`config.mk`:
```
export PLATFORM = sky130hd
export DESIGN_NAME = mempool_tcdm_responder
export DESIGN_NICKNAME = d
export VERILOG_FILES = /design/src/rtl/mempool_tcdm_responder.sv
export SDC_FILE = /design/constraint.sdc
export NUM_CORES = 1
export LEC_CHECK = 0
export CAP_MARGIN = 20
export CELL_PAD_IN_SITES_DETAIL_PLACEMENT = 0
export CELL_PAD_IN_SITES_GLOBAL_PLACEMENT = 1
export CORE_MARGIN = 5
export CORE_UTILIZATION = 30
export CTS_BUF_LIST = sky130_fd_sc_hd__clkbuf_8
export DETAILED_ROUTE_END_ITERATION = 10
export GPL_ROUTABILITY_DRIVEN = 0
export PLACE_DENSITY_LB_ADDON = 0.05
export SYNTH_ARGS = -nofsm -noshare
export SYNTH_HDL_FRONTEND = slang
export SYNTH_SLANG_ARGS = --single-unit
```
`constraint.sdc`:
```
create_clock -name clk_i -period 4.5 [get_ports clk_i]
set_input_delay 0.45 -clock clk_i [delete_from_list [all_inputs] [get_ports clk_i]]
set_output_delay 0.45 -clock clk_i [all_outputs]
set_load 0.005 [all_outputs]
```
`src/rtl/mempool_tcdm_responder.sv`:
```
// TCDM bank responder: request/response handshake, 1-cycle SRAM port, atomics as read-modify-write,
// fall-through response FIFO with credit-based request flow control.
module mempool_tcdm_responder #(
    parameter int unsigned AddrWidth     = 32,
    parameter int unsigned BankAddrWidth = 10,
    parameter int unsigned RespDepth     = 2
) (
    input  logic                     clk_i,
    input  logic                     rst_ni,
    input  logic [AddrWidth-1:0]     data_qaddr_i,
    input  logic                     data_qwrite_i,
    input  logic [3:0]               data_qamo_i,
    input  logic [31:0]              data_qdata_i,
    input  logic [3:0]               data_qstrb_i,
    input  logic                     data_qvalid_i,
    output logic                     data_qready_o,
    output logic [31:0]              data_pdata_o,
    output logic                     data_perror_o,
    output logic                     data_pvalid_o,
    input  logic                     data_pready_i,
    output logic                     mem_req_o,
    output logic                     mem_we_o,
    output logic [BankAddrWidth-1:0] mem_addr_o,
    output logic [31:0]              mem_wdata_o,
    output logic [3:0]               mem_be_o,
    input  logic [31:0]              mem_rdata_i
);

    localparam int unsigned CntW = $clog2(RespDepth + 1);
    localparam int unsigned PtrW = (RespDepth > 1) ? $clog2(RespDepth) : 1;

    localparam logic [3:0] AmoNone = 4'h0;
    localparam logic [3:0] AmoLr   = 4'hA;
    localparam logic [3:0] AmoSc   = 4'hB;

    typedef enum logic {IDLE, AMO_WR} state_e;

    state_e                   state;
    logic [CntW-1:0]          cnt;
    logic [CntW-1:0]          fifo_cnt;
    logic [PtrW-1:0]          wptr;
    logic [PtrW-1:0]          rptr;
    logic [31:0]              fifo_data [RespDepth];
    logic                     fifo_err  [RespDepth];
    logic                     res_valid;
    logic [BankAddrWidth-1:0] res_addr;
    logic                     pend_valid;
    logic                     pend_mem;
    logic                     pend_err;
    logic [31:0]              pend_data;
    logic [3:0]               amo_op;
    logic [31:0]              amo_opd;
    logic [BankAddrWidth-1:0] amo_addr;

    logic [BankAddrWidth-1:0] word_addr;
    logic accept, is_store, is_load, is_amo, is_lr, is_sc, atom_err, res_hit, take;
    logic [31:0] push_data;
    logic fifo_empty, pop, store_push, fifo_pop;
    logic req, we;
    logic unused_addr;

    function automatic logic [31:0] amo_alu(input logic [3:0] op, input logic [31:0] a,
                                            input logic [31:0] b);
        logic [31:0] r;
        case (op)
            4'h1:    r = b;
            4'h2:    r = a + b;
            4'h3:    r = a & b;
            4'h4:    r = a | b;
            4'h5:    r = a ^ b;
            4'h6:    r = ($signed(a) > $signed(b)) ? a : b;
            4'h7:    r = (a > b) ? a : b;
            4'h8:    r = ($signed(a) < $signed(b)) ? a : b;
            4'h9:    r = (a < b) ? a : b;
            default: r = a;
        endcase
        return r;
    endfunction

    assign unused_addr = ^data_qaddr_i[AddrWidth-1:BankAddrWidth+2];

    // Request decode; reserved opcodes C..F are answered as errors
    assign word_addr = data_qaddr_i[BankAddrWidth+1:2];
    assign accept    = data_qvalid_i & data_qready_o;
    assign is_store  = (data_qamo_i == AmoNone) & data_qwrite_i;
    assign is_load   = (data_qamo_i == AmoNone) & ~data_qwrite_i;
    assign is_amo    = (data_qamo_i >= 4'h1) & (data_qamo_i <= 4'h9);
    assign is_lr     = (data_qamo_i == AmoLr);
    assign is_sc     = (data_qamo_i == AmoSc);
    assign atom_err  = (data_qamo_i != AmoNone) &
                       ((data_qaddr_i[1:0] != 2'b00) | (data_qstrb_i != 4'hF) | (data_qamo_i > AmoSc));
    assign res_hit   = res_valid & (res_addr == word_addr);
    assign take      = accept & ~is_store;

    assign data_qready_o = rst_ni & (state == IDLE) & (cnt < CntW'(RespDepth));

    // Response path: FIFO head, or the response arriving this cycle when the FIFO is empty
    assign push_data     = pend_mem ? mem_rdata_i : pend_data;
    assign fifo_empty    = (fifo_cnt == '0);
    assign data_pvalid_o = rst_ni & (~fifo_empty | pend_valid);
    assign pop           = data_pvalid_o & data_pready_i;
    assign store_push    = rst_ni & pend_valid & ~(fifo_empty & data_pready_i);
    assign fifo_pop      = ~fifo_empty & data_pready_i;

    always_comb begin
        data_pdata_o  = '0;
        data_perror_o = 1'b0;
        if (data_pvalid_o) begin
            if (fifo_empty) begin
                data_pdata_o  = push_data;
                data_perror_o = pend_err;
            end else begin
                data_pdata_o  = fifo_data[rptr];
                data_perror_o = fifo_err[rptr];
            end
        end
    end

    // SRAM port: AMO write-back owns the port in AMO_WR, otherwise the accepted request
    always_comb begin
        req         = 1'b0;
        we          = 1'b0;
        mem_addr_o  = word_addr;
        mem_wdata_o = data_qdata_i;
        mem_be_o    = data_qstrb_i;
        if (state == AMO_WR) begin
            req         = 1'b1;
            we          = 1'b1;
            mem_addr_o  = amo_addr;
            mem_wdata_o = amo_alu(amo_op, mem_rdata_i, amo_opd);
            mem_be_o    = 4'hF;
        end else if (accept) begin
            if (is_store) begin
                req = 1'b1;
                we  = 1'b1;
            end else if (is_load) begin
                req = 1'b1;
            end else if (!atom_err) begin
                if (is_amo || is_lr) begin
                    req = 1'b1;
                end else if (is_sc && res_hit) begin
                    req = 1'b1;
                    we  = 1'b1;
                end
            end
        end
    end

    assign mem_req_o = rst_ni & req;
    assign mem_we_o  = rst_ni & we;

    always_ff @(posedge clk_i) begin
        if (!rst_ni) begin
            state      <= IDLE;
            cnt        <= '0;
            fifo_cnt   <= '0;
            wptr       <= '0;
            rptr       <= '0;
            res_valid  <= 1'b0;
            res_addr   <= '0;
            pend_valid <= 1'b0;
            pend_mem   <= 1'b0;
            pend_err   <= 1'b0;
            pend_data  <= '0;
            amo_op     <= '0;
            amo_opd    <= '0;
            amo_addr   <= '0;
        end else begin
            pend_valid <= take;
            pend_mem   <= 1'b0;
            pend_err   <= 1'b0;
            pend_data  <= '0;
            if (take) begin
                if (atom_err) begin
                    pend_err <= 1'b1;
                end else if (is_sc) begin
                    pend_data <= res_hit ? 32'd0 : 32'd1;
                end else begin
                    pend_mem <= 1'b1;
                end
            end

            cnt      <= cnt + CntW'(take) - CntW'(pop);
            fifo_cnt <= fifo_cnt + CntW'(store_push) - CntW'(fifo_pop);
            if (store_push) wptr <= (wptr == PtrW'(RespDepth - 1)) ? '0 : wptr + PtrW'(1);
            if (fifo_pop)   rptr <= (rptr == PtrW'(RespDepth - 1)) ? '0 : rptr + PtrW'(1);

            case (state)
                IDLE: begin
                    if (accept && !atom_err) begin
                        if (is_amo) begin
                            state    <= AMO_WR;
                            amo_op   <= data_qamo_i;
                            amo_opd  <= data_qdata_i;
                            amo_addr <= word_addr;
                        end
                        if ((is_store && res_hit) || is_sc) begin
                            res_valid <= 1'b0;
                        end else if (is_lr) begin
                            res_valid <= 1'b1;
                            res_addr  <= word_addr;
                        end
                    end
                end
                AMO_WR: begin
                    state <= IDLE;
                    if (res_valid && (res_addr == amo_addr)) res_valid <= 1'b0;
                end
                default: state <= IDLE;
            endcase
        end
    end

    // FIFO storage needs no reset: entries are only visible while counted as occupied
    always_ff @(posedge clk_i) begin
        if (store_push) begin
            fifo_data[wptr] <= push_data;
            fifo_err[wptr]  <= pend_err;
        end
    end

endmodule

```
==> flow_summary.toml <==
[grt]
grt_pass1_wl_um = 65200
gr-usage-all-layers = 0.203
grt_max_degree = 70
grt_pass1_vias = 10700
overflow = 0
antenna_found_initial = 0

[worst_setup_path]
critPathLaunchType = "input port"
critPathCaptureType = "output pin"
timing.rr.start = "state"
critPathMaxFanout = 8
crit_path_start = "mem_rdata_i[14]"
arrival_ns = 4.07
critPathRequiredTime_ns = 4.05
crit_type = "input port to output pin"

[detailed_routing]
viasPerCell = 5.14
totalWireLength_um = 42500
num_vias = 10700
wl_per_cell_um = 20.4
dr.pass1.iters = 5
drt.antenna.violating_nets = 0
drc = 0
initialDrtViolationCount = 658

[timing]
period_share = 1.00
clock.fmax_ghz = 0.221
finalWorstSetupSlack_ns = -0.0197
setup_viol = 1
timing.hold.ws_ns = 0.375
maxSlewHeadroom = 0.327
drv_slew = 0
hold_viol = 0
final.setup.tns_ns = -0.0197
finClkSkew_ns = 0.0119
min_period_ns = 4.52
grt_setup_unrepaired = "yes"
tightest_slew_ns = 1.00

[pwr]
total_leakage_power_nw = 6.09
power_frac_clock = 0.273
seqPwrFrac = 0.407
power.total_mw = 3.36
p_int_mw = 2.24
power_switching_mw = 1.12
comb_power_share = 0.320
powerDensity_nw_per_um2 = 215
netSwitchingFraction = 0.334
ir_drop_mv = 0.174

[synth]
yosys_most_used_dff = "dfxtp_1"
netlist_area_um2 = 11100
synth_edf_count = 66
yosysMostFrequentCell = "nand2_1"
synth_top_cell_area_share = 0.179
netlist_instances = 1303
synth_nets = 1513
yosysUniqueCellTypes = 80
ys_seq_elements = 135
postSynth.asyncResetShare = 0
synthTopCellsByArea = "edfxtp_1 18%, dfxtp_1 12%, ha_1 11%, nand2_1 5.3%, mux2i_1 4.1%"
synth_area_leader_cell = "edfxtp_1"
ys_seq_area_frac = 0.303
yosysWarnings = 0
synth_area_per_cell_um2 = 8.51
synth.cells.most_frequent = "157 x nand2_1, 105 x nor2_1, 100 x ha_1, 85 x inv_1, 69 x dfxtp_1"

[clock_network]
ctsHoldBuffers = 0
htree_levels = 4
cts_tree = "done"
cts_root_buf = "clkbuf_8"
cts_sinks = 135
clock_latency_ns = 0.49
cts_buffer_depth = 2
cts_made_buffers = 17
clk_pin_slew_ns = 0.08

[place]
dpl.hpwl_um = 31200
port_buffers = 171
pre_cts_slack_ns = -0.612
placedCellCount = 2038

[floorplanning]
die_w_um = 202
dieArea_um2 = 40900
ios = 192
die_h_um = 202
placementRows = 70
initial_core_util = 0.304
core_area_um2 = 36500

[job]
maxCapViolCount = 0

[final_layout]
area_delta_synth_final_pct = 40.8
drive_above_1_share = 0.238
antennaDiodeCount = 0
layout.nets = 1818
stdcell_count = 2089

[hold_path]
hold_class = "input port to register"
holdCritStartpoint = "rst_ni"

[outcome]
violations = "setup timing"
status = "finished, violations left"
-- final timing paths --
kind / endpoint / slack, ns / cells past startpoint
max: mem_wdata_o[27] / -0.02 / 16
min: amo_opd[2] / 0.38 / 2
max reg2reg: amo_opd[27] / 1.84 / 8
min reg2reg: amo_opd[28] / 0.48 / 2
-- through the flow --
stage / utilization / instance area, µm²
2_1_floorplan: - / 11100
3_3_place_gp: 0.396 / 14500
3_5_place_dp: 0.396 / 14500
4_1_cts: 0.415 / 15100
5_1_grt: 0.428 / 15600
6_report: 0.428 / 15600
-- flip-flops by register name (all words and copies together) (netlist names), 2 cells and up, named ones only --
register,count
fifo_data,64
amo_opd,32
amo_addr,10
res_addr,10
amo_op,4
cnt,2
fifo_cnt,2
fifo_err,2
-- critical path: stages --
cell,delay (ns)
clkdlybuf4s50_1,0.51
inv_1,0.09
ha_4,0.31
inv_2,0.05
a221oi_2,0.34
o221ai_2,0.17
o31ai_4,0.30
buf_6,0.17
nand2_8,0.07
xnor2_4,0.15
o221ai_2,0.15
or2_4,0.30
buf_12,0.16
a221oi_4,0.26
a21oi_2,0.10
clkdlybuf4s50_1,0.45
-- per-layer routing --
layer / global-route usage / wire, µm / vias up
met3: 0.0330 / 1560 / 38
met5: 0 / 0 / -
met1: 0.282 / 20700 / 5179
li1: - / - / 5317
met4: 0.0449 / 525 / 0
met2: 0.333 / 19800 / 202
-- cell type report --
class                           count  area (µm²)
Tap cell                          468         586
Timing Repair Buffer              373        3350
Multi-Input combinational cell    993        7600
Sequential cell                   135        3420
Clock inverter                     13        67.6
Clock buffer                       19         262
Fill cell                        3723       20900
Inverter                           88         330
-- power groups by stage --
stage	Combinational [mW]	Clock (mW)	Sequential, mW
after detailed placement	1.05	0	1.40
final	1.08	0.918	1.37
after global placement	1.04	0	1.40
after floorplan	0.561	0	1.36
after CTS	1.07	0.960	1.37
after global routing	1.18	1.01	1.37
-- repair_timing --
item                       4_1_cts  5_1_grt
setup buffers                    6       14
setup endpoints to repair       32       31
resized for setup              106       94
gates cloned                     0        0
pin swaps                       27       26
-- cells by family after synthesis --
| logic type | synth area share |
|---|---|
| simple gates | 0.175 |
| compound gates | 0.254 |
| buf+inv | 0.0634 |
| flops | 0.303 |
| fa+ha+maj | 0.115 |
| mux | 0.0518 |
| xor+xnor | 0.0378 |
-- placed cells by master (no fill, tap or decap), types with 11 or more instances in the layout --
master / count
ha_4: 24
clkdlybuf4s50_1: 119
o21ai_0: 28
ha_1: 74
dlymetal6s2s_1: 21
edfxtp_1: 66
o2111ai_1: 15
mux2i_1: 45
nor2b_1: 26
nor3_1: 12
dfxtp_1: 43
nor2_1: 98
clkbuf_8: 19
mux2_2: 11
a22oi_1: 30
inv_1: 72
o22ai_1: 34
nand2_1: 157
o211ai_1: 23
inv_2: 20
a21boi_0: 44
a211oi_1: 36
buf_4: 188
dfxtp_2: 17
xnor2_1: 37
a221oi_2: 17
and2_1: 41
a221oi_1: 12
a21oi_1: 58
dlygate4sd2_1: 30
Note: power is estimated with default switching activity, not from simulation.
